--- config.mk ---
export PLATFORM = sky130hd
export DESIGN_NAME = dfa_stream_ctx_flat
export DESIGN_NICKNAME = d
export VERILOG_FILES = /design/src/rtl/dpi_pkg.sv /design/src/rtl/dfa_stream_ctx_if.sv /design/src/rtl/dfa_ctx_store.sv /design/src/rtl/dfa_stream_ctx.sv /design/src/flat_wrapper.sv
export SDC_FILE = /design/constraint.sdc
export NUM_CORES = 2
export LEC_CHECK = 0
export ABC_CLOCK_PERIOD_IN_PS = 5500
export CAP_MARGIN = 15
export CORE_ASPECT_RATIO = 0.75
export CORE_MARGIN = 2
export CORE_UTILIZATION = 55
export DETAILED_ROUTE_END_ITERATION = 12
export GPL_TIMING_DRIVEN = 1
export PLACE_DENSITY = 0.74
export SYNTH_ARGS = -nofsm -noshare
export SYNTH_HDL_FRONTEND = slang
export SYNTH_SLANG_ARGS = --single-unit
--- constraint.sdc ---
create_clock -name clk -period 5.5 [get_ports clk]
set_input_delay 1.65 -clock clk [delete_from_list [all_inputs] [get_ports clk]]
set_output_delay 1.65 -clock clk [all_outputs]
set_load 0.005 [all_outputs]
--- src/rtl/dpi_pkg.sv ---
// Shared defaults and helpers for the DFA stream-context block.
package dpi_pkg;

  localparam int unsigned STATE_W_DEF = 11;
  localparam int unsigned SID_W_DEF   = 6;
  localparam int unsigned CNT_W_DEF   = 16;

  // Increment that sticks at the all-ones value of a 'width'-bit counter.
  function automatic logic [31:0] satInc(input logic [31:0] value, input int unsigned width);
    logic [31:0] maxVal;
    maxVal = (width >= 32) ? 32'hFFFF_FFFF : ((32'd1 << width) - 32'd1);
    satInc = (value >= maxVal) ? maxVal : (value + 32'd1);
  endfunction

endpackage

--- src/rtl/dfa_stream_ctx_if.sv ---
// Packet, engine and counter signals of the DFA stream-context block.
interface dfa_stream_ctx_if
  import dpi_pkg::*;
#(
  parameter int unsigned STATE_W = STATE_W_DEF,
  parameter int unsigned SID_W   = SID_W_DEF,
  parameter int unsigned CNT_W   = CNT_W_DEF
);

  logic               load_state;
  logic [SID_W-1:0]   stream_id;
  logic               new_stream_id;
  logic               enable;
  logic [7:0]         char_in;
  logic               char_in_vld;
  logic               eop;
  logic [7:0]         dfa_char;
  logic               dfa_char_vld;
  logic [STATE_W-1:0] dfa_state_in;
  logic               dfa_state_in_vld;
  logic [STATE_W-1:0] dfa_state_out;
  logic               dfa_accept;
  logic               fired;
  logic [CNT_W-1:0]   total_count;
  logic [SID_W-1:0]   cnt_rd_sid;
  logic [CNT_W-1:0]   cnt_rd_data;
  logic               clr_counts;

  modport master (
    output load_state, stream_id, new_stream_id, enable, char_in, char_in_vld, eop,
           dfa_state_out, dfa_accept, cnt_rd_sid, clr_counts,
    input  dfa_char, dfa_char_vld, dfa_state_in, dfa_state_in_vld, fired,
           total_count, cnt_rd_data
  );

  modport slave (
    input  load_state, stream_id, new_stream_id, enable, char_in, char_in_vld, eop,
           dfa_state_out, dfa_accept, cnt_rd_sid, clr_counts,
    output dfa_char, dfa_char_vld, dfa_state_in, dfa_state_in_vld, fired,
           total_count, cnt_rd_data
  );

endinterface

--- src/rtl/dfa_ctx_store.sv ---
// Per-stream DFA state memory with valid bits and write-to-read forwarding.
// The read happens in the second load stage so that any eop write up to and
// including the same clock edge is reflected in the restored state.
module dfa_ctx_store
  import dpi_pkg::*;
#(
  parameter int unsigned STATE_W = STATE_W_DEF,
  parameter int unsigned SID_W   = SID_W_DEF
) (
  input  logic               clk,
  input  logic               rst_n,
  input  logic               wr_en_i,
  input  logic [SID_W-1:0]   wr_sid_i,
  input  logic [STATE_W-1:0] wr_state_i,
  input  logic               rd_en_i,
  input  logic               rd_new_i,
  input  logic [SID_W-1:0]   rd_sid_i,
  output logic [STATE_W-1:0] state_in_o,
  output logic               state_in_vld_o
);

  localparam int DEPTH = 1 << SID_W;

  logic [STATE_W-1:0] mem_q [DEPTH];
  logic [DEPTH-1:0]   valid_q;
  logic [STATE_W-1:0] stateIn_d;
  logic [STATE_W-1:0] stateIn_q;
  logic               stateInVld_q;

  // State storage is not reset; the valid bits make stale entries read as zero.
  always_ff @(posedge clk) begin
    if (rst_n && wr_en_i) begin
      mem_q[wr_sid_i] <= wr_state_i;
    end
  end

  // Valid bit per stream, set on the first context write after reset.
  always_ff @(posedge clk) begin
    if (!rst_n) begin
      valid_q <= '0;
    end else if (wr_en_i) begin
      valid_q[wr_sid_i] <= 1'b1;
    end
  end

  // Choose the state to restore: zero for a new stream, forwarded write data, or memory.
  always_comb begin
    stateIn_d = '0;
    if (!rd_new_i) begin
      if (wr_en_i && (wr_sid_i == rd_sid_i)) begin
        stateIn_d = wr_state_i;
      end else if (valid_q[rd_sid_i]) begin
        stateIn_d = mem_q[rd_sid_i];
      end
    end
  end

  // Register the restored state and its one-cycle load strobe.
  always_ff @(posedge clk) begin
    if (!rst_n) begin
      stateInVld_q <= 1'b0;
    end else begin
      stateInVld_q <= rd_en_i;
    end
    stateIn_q <= stateIn_d;
  end

  assign state_in_o     = stateIn_q;
  assign state_in_vld_o = stateInVld_q;

endmodule

--- src/rtl/dfa_stream_ctx.sv ---
// Multiplexes many packet streams onto one DFA engine: saves/restores the
// engine state per stream and counts matching packets per stream and overall.
module dfa_stream_ctx
  import dpi_pkg::*;
#(
  parameter int unsigned STATE_W = STATE_W_DEF,
  parameter int unsigned SID_W   = SID_W_DEF,
  parameter int unsigned CNT_W   = CNT_W_DEF
) (
  input logic             clk,
  input logic             rst_n,
  dfa_stream_ctx_if.slave bus
);

  localparam int DEPTH = 1 << SID_W;

  logic [7:0]         dfaChar_q;
  logic               dfaCharVld_q;
  logic [STATE_W-1:0] stateR_q;
  logic               acceptR_q;
  logic               fired_q, fired_d;
  logic               pktActive_q;
  logic               ld1Vld_q;
  logic               ld1New_q;
  logic [SID_W-1:0]   ld1Sid_q;
  logic [CNT_W-1:0]   totalCnt_q, totalCnt_d;
  logic [CNT_W-1:0]   streamCnt_q [DEPTH];
  logic [CNT_W-1:0]   cntRd_q;
  logic               ctxWrEn;
  logic               countInc;

  // An eop only commits when it closes a packet that started after the last reset.
  assign ctxWrEn  = bus.eop && bus.enable && pktActive_q;
  assign countInc = ctxWrEn && fired_q;

  // Valid flags of the byte path and engine feedback pipeline.
  always_ff @(posedge clk) begin
    if (!rst_n) begin
      dfaCharVld_q <= 1'b0;
      acceptR_q    <= 1'b0;
      ld1Vld_q     <= 1'b0;
      pktActive_q  <= 1'b0;
    end else begin
      dfaCharVld_q <= bus.char_in_vld;
      acceptR_q    <= bus.dfa_accept;
      ld1Vld_q     <= bus.load_state;
      if (bus.load_state) begin
        pktActive_q <= 1'b1;
      end else if (bus.eop) begin
        pktActive_q <= 1'b0;
      end
    end
  end

  // Data registers of the byte path, engine feedback and first load stage.
  always_ff @(posedge clk) begin
    dfaChar_q <= bus.char_in;
    stateR_q  <= bus.dfa_state_out;
    ld1New_q  <= bus.new_stream_id;
    ld1Sid_q  <= bus.stream_id;
  end

  // Match flag: set by a registered accept, cleared by a new packet or a disabled eop.
  always_comb begin
    fired_d = fired_q;
    if (acceptR_q) begin
      fired_d = 1'b1;
    end else if (bus.load_state || (bus.eop && !bus.enable)) begin
      fired_d = 1'b0;
    end
  end

  // Total match counter; a clear beats a coincident increment.
  always_comb begin
    totalCnt_d = totalCnt_q;
    if (bus.clr_counts) begin
      totalCnt_d = '0;
    end else if (countInc) begin
      totalCnt_d = CNT_W'(satInc(32'(totalCnt_q), CNT_W));
    end
  end

  // Match flag and total counter registers.
  always_ff @(posedge clk) begin
    if (!rst_n) begin
      fired_q    <= 1'b0;
      totalCnt_q <= '0;
    end else begin
      fired_q    <= fired_d;
      totalCnt_q <= totalCnt_d;
    end
  end

  // Per-stream match counters, cleared together by reset or clr_counts.
  always_ff @(posedge clk) begin
    if (!rst_n || bus.clr_counts) begin
      streamCnt_q <= '{default: '0};
    end else if (countInc) begin
      streamCnt_q[bus.stream_id] <= CNT_W'(satInc(32'(streamCnt_q[bus.stream_id]), CNT_W));
    end
  end

  // Registered counter read; sees the value from before any same-edge update.
  always_ff @(posedge clk) begin
    if (!rst_n) begin
      cntRd_q <= '0;
    end else begin
      cntRd_q <= streamCnt_q[bus.cnt_rd_sid];
    end
  end

  dfa_ctx_store #(
    .STATE_W (STATE_W),
    .SID_W   (SID_W)
  ) u_store (
    .clk            (clk),
    .rst_n          (rst_n),
    .wr_en_i        (ctxWrEn),
    .wr_sid_i       (bus.stream_id),
    .wr_state_i     (stateR_q),
    .rd_en_i        (ld1Vld_q),
    .rd_new_i       (ld1New_q),
    .rd_sid_i       (ld1Sid_q),
    .state_in_o     (bus.dfa_state_in),
    .state_in_vld_o (bus.dfa_state_in_vld)
  );

  assign bus.dfa_char     = dfaChar_q;
  assign bus.dfa_char_vld = dfaCharVld_q;
  assign bus.fired        = fired_q;
  assign bus.total_count  = totalCnt_q;
  assign bus.cnt_rd_data  = cntRd_q;

endmodule

--- src/flat_wrapper.sv ---
// flat-port wrapper written by rule: the top's interface ports become plain ports
module dfa_stream_ctx_flat import dpi_pkg::*;
#(
  parameter int unsigned STATE_W = STATE_W_DEF,
  parameter int unsigned SID_W   = SID_W_DEF,
  parameter int unsigned CNT_W   = CNT_W_DEF
)
  (clk, rst_n, bus_load_state, bus_stream_id, bus_new_stream_id, bus_enable, bus_char_in, bus_char_in_vld, bus_eop, bus_dfa_state_out, bus_dfa_accept, bus_cnt_rd_sid, bus_clr_counts, bus_dfa_char, bus_dfa_char_vld, bus_dfa_state_in, bus_dfa_state_in_vld, bus_fired, bus_total_count, bus_cnt_rd_data);
  dfa_stream_ctx_if #(.STATE_W(STATE_W), .SID_W(SID_W), .CNT_W(CNT_W)) bus_i ();
  input logic clk;
  input logic rst_n;
  input wire logic [$bits(bus_i.load_state)-1:0] bus_load_state;
  input wire logic [$bits(bus_i.stream_id)-1:0] bus_stream_id;
  input wire logic [$bits(bus_i.new_stream_id)-1:0] bus_new_stream_id;
  input wire logic [$bits(bus_i.enable)-1:0] bus_enable;
  input wire logic [$bits(bus_i.char_in)-1:0] bus_char_in;
  input wire logic [$bits(bus_i.char_in_vld)-1:0] bus_char_in_vld;
  input wire logic [$bits(bus_i.eop)-1:0] bus_eop;
  input wire logic [$bits(bus_i.dfa_state_out)-1:0] bus_dfa_state_out;
  input wire logic [$bits(bus_i.dfa_accept)-1:0] bus_dfa_accept;
  input wire logic [$bits(bus_i.cnt_rd_sid)-1:0] bus_cnt_rd_sid;
  input wire logic [$bits(bus_i.clr_counts)-1:0] bus_clr_counts;
  output wire logic [$bits(bus_i.dfa_char)-1:0] bus_dfa_char;
  output wire logic [$bits(bus_i.dfa_char_vld)-1:0] bus_dfa_char_vld;
  output wire logic [$bits(bus_i.dfa_state_in)-1:0] bus_dfa_state_in;
  output wire logic [$bits(bus_i.dfa_state_in_vld)-1:0] bus_dfa_state_in_vld;
  output wire logic [$bits(bus_i.fired)-1:0] bus_fired;
  output wire logic [$bits(bus_i.total_count)-1:0] bus_total_count;
  output wire logic [$bits(bus_i.cnt_rd_data)-1:0] bus_cnt_rd_data;
  assign bus_i.load_state = bus_load_state;
  assign bus_i.stream_id = bus_stream_id;
  assign bus_i.new_stream_id = bus_new_stream_id;
  assign bus_i.enable = bus_enable;
  assign bus_i.char_in = bus_char_in;
  assign bus_i.char_in_vld = bus_char_in_vld;
  assign bus_i.eop = bus_eop;
  assign bus_i.dfa_state_out = bus_dfa_state_out;
  assign bus_i.dfa_accept = bus_dfa_accept;
  assign bus_i.cnt_rd_sid = bus_cnt_rd_sid;
  assign bus_i.clr_counts = bus_clr_counts;
  assign bus_dfa_char = bus_i.dfa_char;
  assign bus_dfa_char_vld = bus_i.dfa_char_vld;
  assign bus_dfa_state_in = bus_i.dfa_state_in;
  assign bus_dfa_state_in_vld = bus_i.dfa_state_in_vld;
  assign bus_fired = bus_i.fired;
  assign bus_total_count = bus_i.total_count;
  assign bus_cnt_rd_data = bus_i.cnt_rd_data;
  dfa_stream_ctx #(.STATE_W(STATE_W), .SID_W(SID_W), .CNT_W(CNT_W)) u_core (.clk(clk), .rst_n(rst_n), .bus(bus_i));
endmodule
==> impl_summary.txt <==
----------------------------------------------------
[Hold path]
  Class of the worst hold path ... reg -> reg
  Startpoint of the worst hold path ... u_core.u_store.valid_q[50]

[Setup path]
  Worst reg2reg path startpoint ... u_core.streamCnt_q[93]
  Launching instance or port of the critical path ... bus_stream_id[3]
  Critical path arrival ... 5.87 ns
  Data required time at the worst endpoint ... 6.21 ns
  Critical Path Sink Type ... flop
  Kind of launch point of the worst setup path ... primary input
  Crit Path Max Fanout ... 32
  CP Class ... in -> reg

[Power]
  Worst voltage drop across the vdd grid ... 0.3776 mV
  Cell leakage power ... 33.11 nW
  Power density normalized to cell area ... 305.8 nW/um^2

[Placement]
  Total of buffers placed on input and output ports ... 93
  Standard cell area after detailed placement ... 89970 sq um
  Detailed placer's ending HPWL ... 195300 um
  Global placement routability congestion ... 1.054

[Timing]
  Setup TNS ... 0 ns
  Fraction of the cycle the final worst path needs ... 93.87%
  Setup repair after global routing missed its margin ... false
  Final critical delay including setup and external delays ... 5.163 ns
  Clock skew ... 0.03444 ns
  Fmax ... 193.7 MHz
  Final Hold Viols ... 0
  Transition time of the tightest slew-check pin ... 1.199 ns
  Max transition margin ... 20.06%
  Total of endpoints with negative setup slack in the final report ... 0
  Count of final max-slew check failures ... 0

[Yosys]
  Avg Synthesized Cell Area ... 12.59 sq um
  Net Count, Synth ... 6637
  Area share of the leading cell type in the synthesized netlist ... 28.03%
  Synthesized flop and latch total ... 1867
  Number of enable-type register cells in the synthesized netlist ... 704
  Synthesized netlist cell count ... 6595
  Cell types with the largest area share after synthesis ... dfxtp_1, edfxtp_1, mux4_2
  Most used standard cells in the synthesized netlist ... dfxtp_1, o21ai_0, edfxtp_1
  Yosys cell types ... 81
  Most used flip-flop cell after synthesis ... dfxtp_1
  Total standard cell area after synthesis ... 83050 sq um
  Cell with the most instances after synthesis ... dfxtp_1
  Yosys warnings ... 0
  Proportion of synthesized flip-flops having asynchronous set or reset ... 0%
  Largest area contributor in the synthesized netlist ... dfxtp_1
  Share of synthesized area occupied by flip-flops and latches ... 53.49%

[Global routing]
  Overflow after GRT ... 0
  Vias in the first global route ... 60646
  Global-route wire length before repair ... 432900 um
  Antenna violations before repair ... 28
  Pin count of the biggest net entering global routing ... 121
  Global router's overall resource usage ... 38.53%

[Die]
  Die extent in y ... 340.5 um
  Overall die area ... 154200 sq um
  Floorplan Core Area ... 149900 sq um
  Row count ... 123
  Boundary pin count ... 94
  Starting Density ... 55.41%
  Die boundary width ... 452.7 um

[Route]
  Remaining antenna violation count ... 0
  DR vias ... 64763
  DRC violations left ... 0
  Final routed wirelength across all metal layers ... 302100 um
  Iteration count of the initial detailed-routing pass ... 8
  Avg WL per Cell ... 33.78 um
  1st-iter DRT viols ... 12041
  DR vias/cell ... 7.242

[Final layout]
  Synthesis-to-layout area growth ... 15.65%
  Layout Cell Area excl Fill ... 96050 sq um
  Ratio of cells with drive above 1 in the final layout ... 26.05%
  NumNets Final ... 6827

[Clock tree]
  Clock H-tree levels ... 4
  Clock tree from TritonCTS ... built
  Clock buffer depth ... 3
  Number of clock buffers inserted by TritonCTS ... 178
  Buffer cell driving the clock tree root ... clkbuf_16
  Total of cells resized after clock tree synthesis ... 0
  Register clock-pin slew on the reported worst setup and hold paths ... 0.06 ns
  Post CTS Setup Buffer Count ... 0
  Hold_buf cts ... 0
  Number of sinks on the clock net ... 1867
  Worst-Skew Late Latency ... 0.86 ns

[Flow run]
  Max Cap Violations ... 0

[Outcome]
  Outcome ... completed

----------------------------------------------------
## final timing paths
| check | to | slack, ns | cells after the start |
|---|---|---|---|
| max | u_core.streamCnt_q[1003] | 0.34 | 17 |
| min | u_core.u_store.valid_q[50] | 0.45 | 1 |
| max reg2reg | u_core.streamCnt_q[502] | 1.64 | 10 |
| min reg2reg | u_core.u_store.valid_q[50] | 0.45 | 1 |
## logic make-up (layout without fill, tap and decap cells)
family | Yosys count | after routing | synth area share [%]
xor gates and xnor gates | 24 | 24 | 0.2621
AOI/OAI and AO/OA | 2067 | 2067 | 14.57
buffers and inverters | 747 | 1088 | 4.092
and+or+nand+nor | 799 | 799 | 4.327
adders and majority gates | 2 | 2 | 0.03013
other | 0 | 7 | 0
muxes | 1089 | 1089 | 23.23
DFF | 1867 | 1867 | 53.49
## critical path, stage by stage
cell and delay (ns):
clkdlybuf4s50_1 0.46, buf_4 0.17, buf_4 0.17, nand3_1 0.14, buf_12 0.18, a21oi_1 0.13, nand3_1 0.52, o2111ai_1 0.43
buf_4 0.22, nor4b_2 0.05, buf_4 0.14, nor3_4 0.24, nand4_1 0.28, or3_1 0.44, a21boi_4 0.25, buf_12 0.25
a21oi_1 0.09
## through the flow
| step | setup slack (ns) | util, % | cells | power (mW) | hold slack [ns] |
|---|---|---|---|---|---|
| final | 0.3373 | 64.08 | 8943 | 29.37 | 0.4489 |
| after CTS | 0.6759 | 64.04 | 8932 | 29.29 | 0.4509 |
| after global placement | -0.1623 | 60.02 | 8601 | 16.69 | 0.4143 |
| after detailed placement | -0.1965 | 60.02 | 8601 | 16.72 | 0.4356 |
| after global routing | 0.3893 | 64.07 | 8936 | 29.93 | 0.4663 |
| after floorplan | 0.01786 | - | 6595 | 15.78 | 0.3869 |
## sequential cells by signal, indices dropped and copies added (netlist names), 6 cells and up
name	flops
u_core.u_store.state_in_o	11
u_core.bus.total_count	16
u_core.stateR_q	11
u_core.bus.dfa_char	8
u_core.ld1Sid_q	6
u_core.u_store.valid_q	64
u_core.bus.cnt_rd_data	16
u_core.streamCnt_q	1024
u_core.u_store.mem_q	704
## metal layers
| layer | vias up | global-route usage [%] | part of all wire (%) |
|---|---|---|---|
| met5 | - | 0.7659 | 0.18 |
| met4 | 48 | 16.83 | 5.0 |
| li1 | 26020 | - | - |
| met3 | 1038 | 16.58 | 17 |
| met2 | 5554 | 52.32 | 41 |
| met1 | 32103 | 53.59 | 37 |
## report_power, final
group          switching (mW)  internal, mW  leakage [nW]  total [mW]
registers              0.0337          14.3          15.7        14.4
clock network            5.58          7.28          2.96        12.9
logic                    1.38         0.765          14.5        2.14
## cells in the final DEF (no fill, tap or decap), drive strengths merged, types with 8 or more instances in the layout
cell / n
dfxtp: 1163
clkdlybuf4s50: 85
nor4: 10
buf: 666
a221o: 27
a21oi: 526
bufinv: 16
clkinv: 44
inv: 18
mux4: 664
xor2: 12
nand4: 9
nor2b: 14
o22ai: 143
and3: 13
mux2i: 364
edfxtp: 704
nand2: 200
nand3b: 17
nand2b: 9
nor2: 415
mux2: 61
nor3: 9
xnor2: 12
nor3b: 8
a211oi: 50
a22o: 31
a21o: 65
o22a: 10
o21ai: 758
clkbuf: 252
a221oi: 70
o2bb2ai: 10
a31oi: 264
and2: 38
a22oi: 57
nand3: 31
a32oi: 8
## final cells by class
cell class	instances	area, sq um
fillers	10796	53850
multi-input cells	3981	35550
clock buffers	252	5132
well taps	2000	2502
inverters	6	22.52
clock inverters	79	892.1
diodes	7	17.52
repair buffers	751	7481
flip-flops and latches	1867	44450
(Power assumes the default switching activity.)
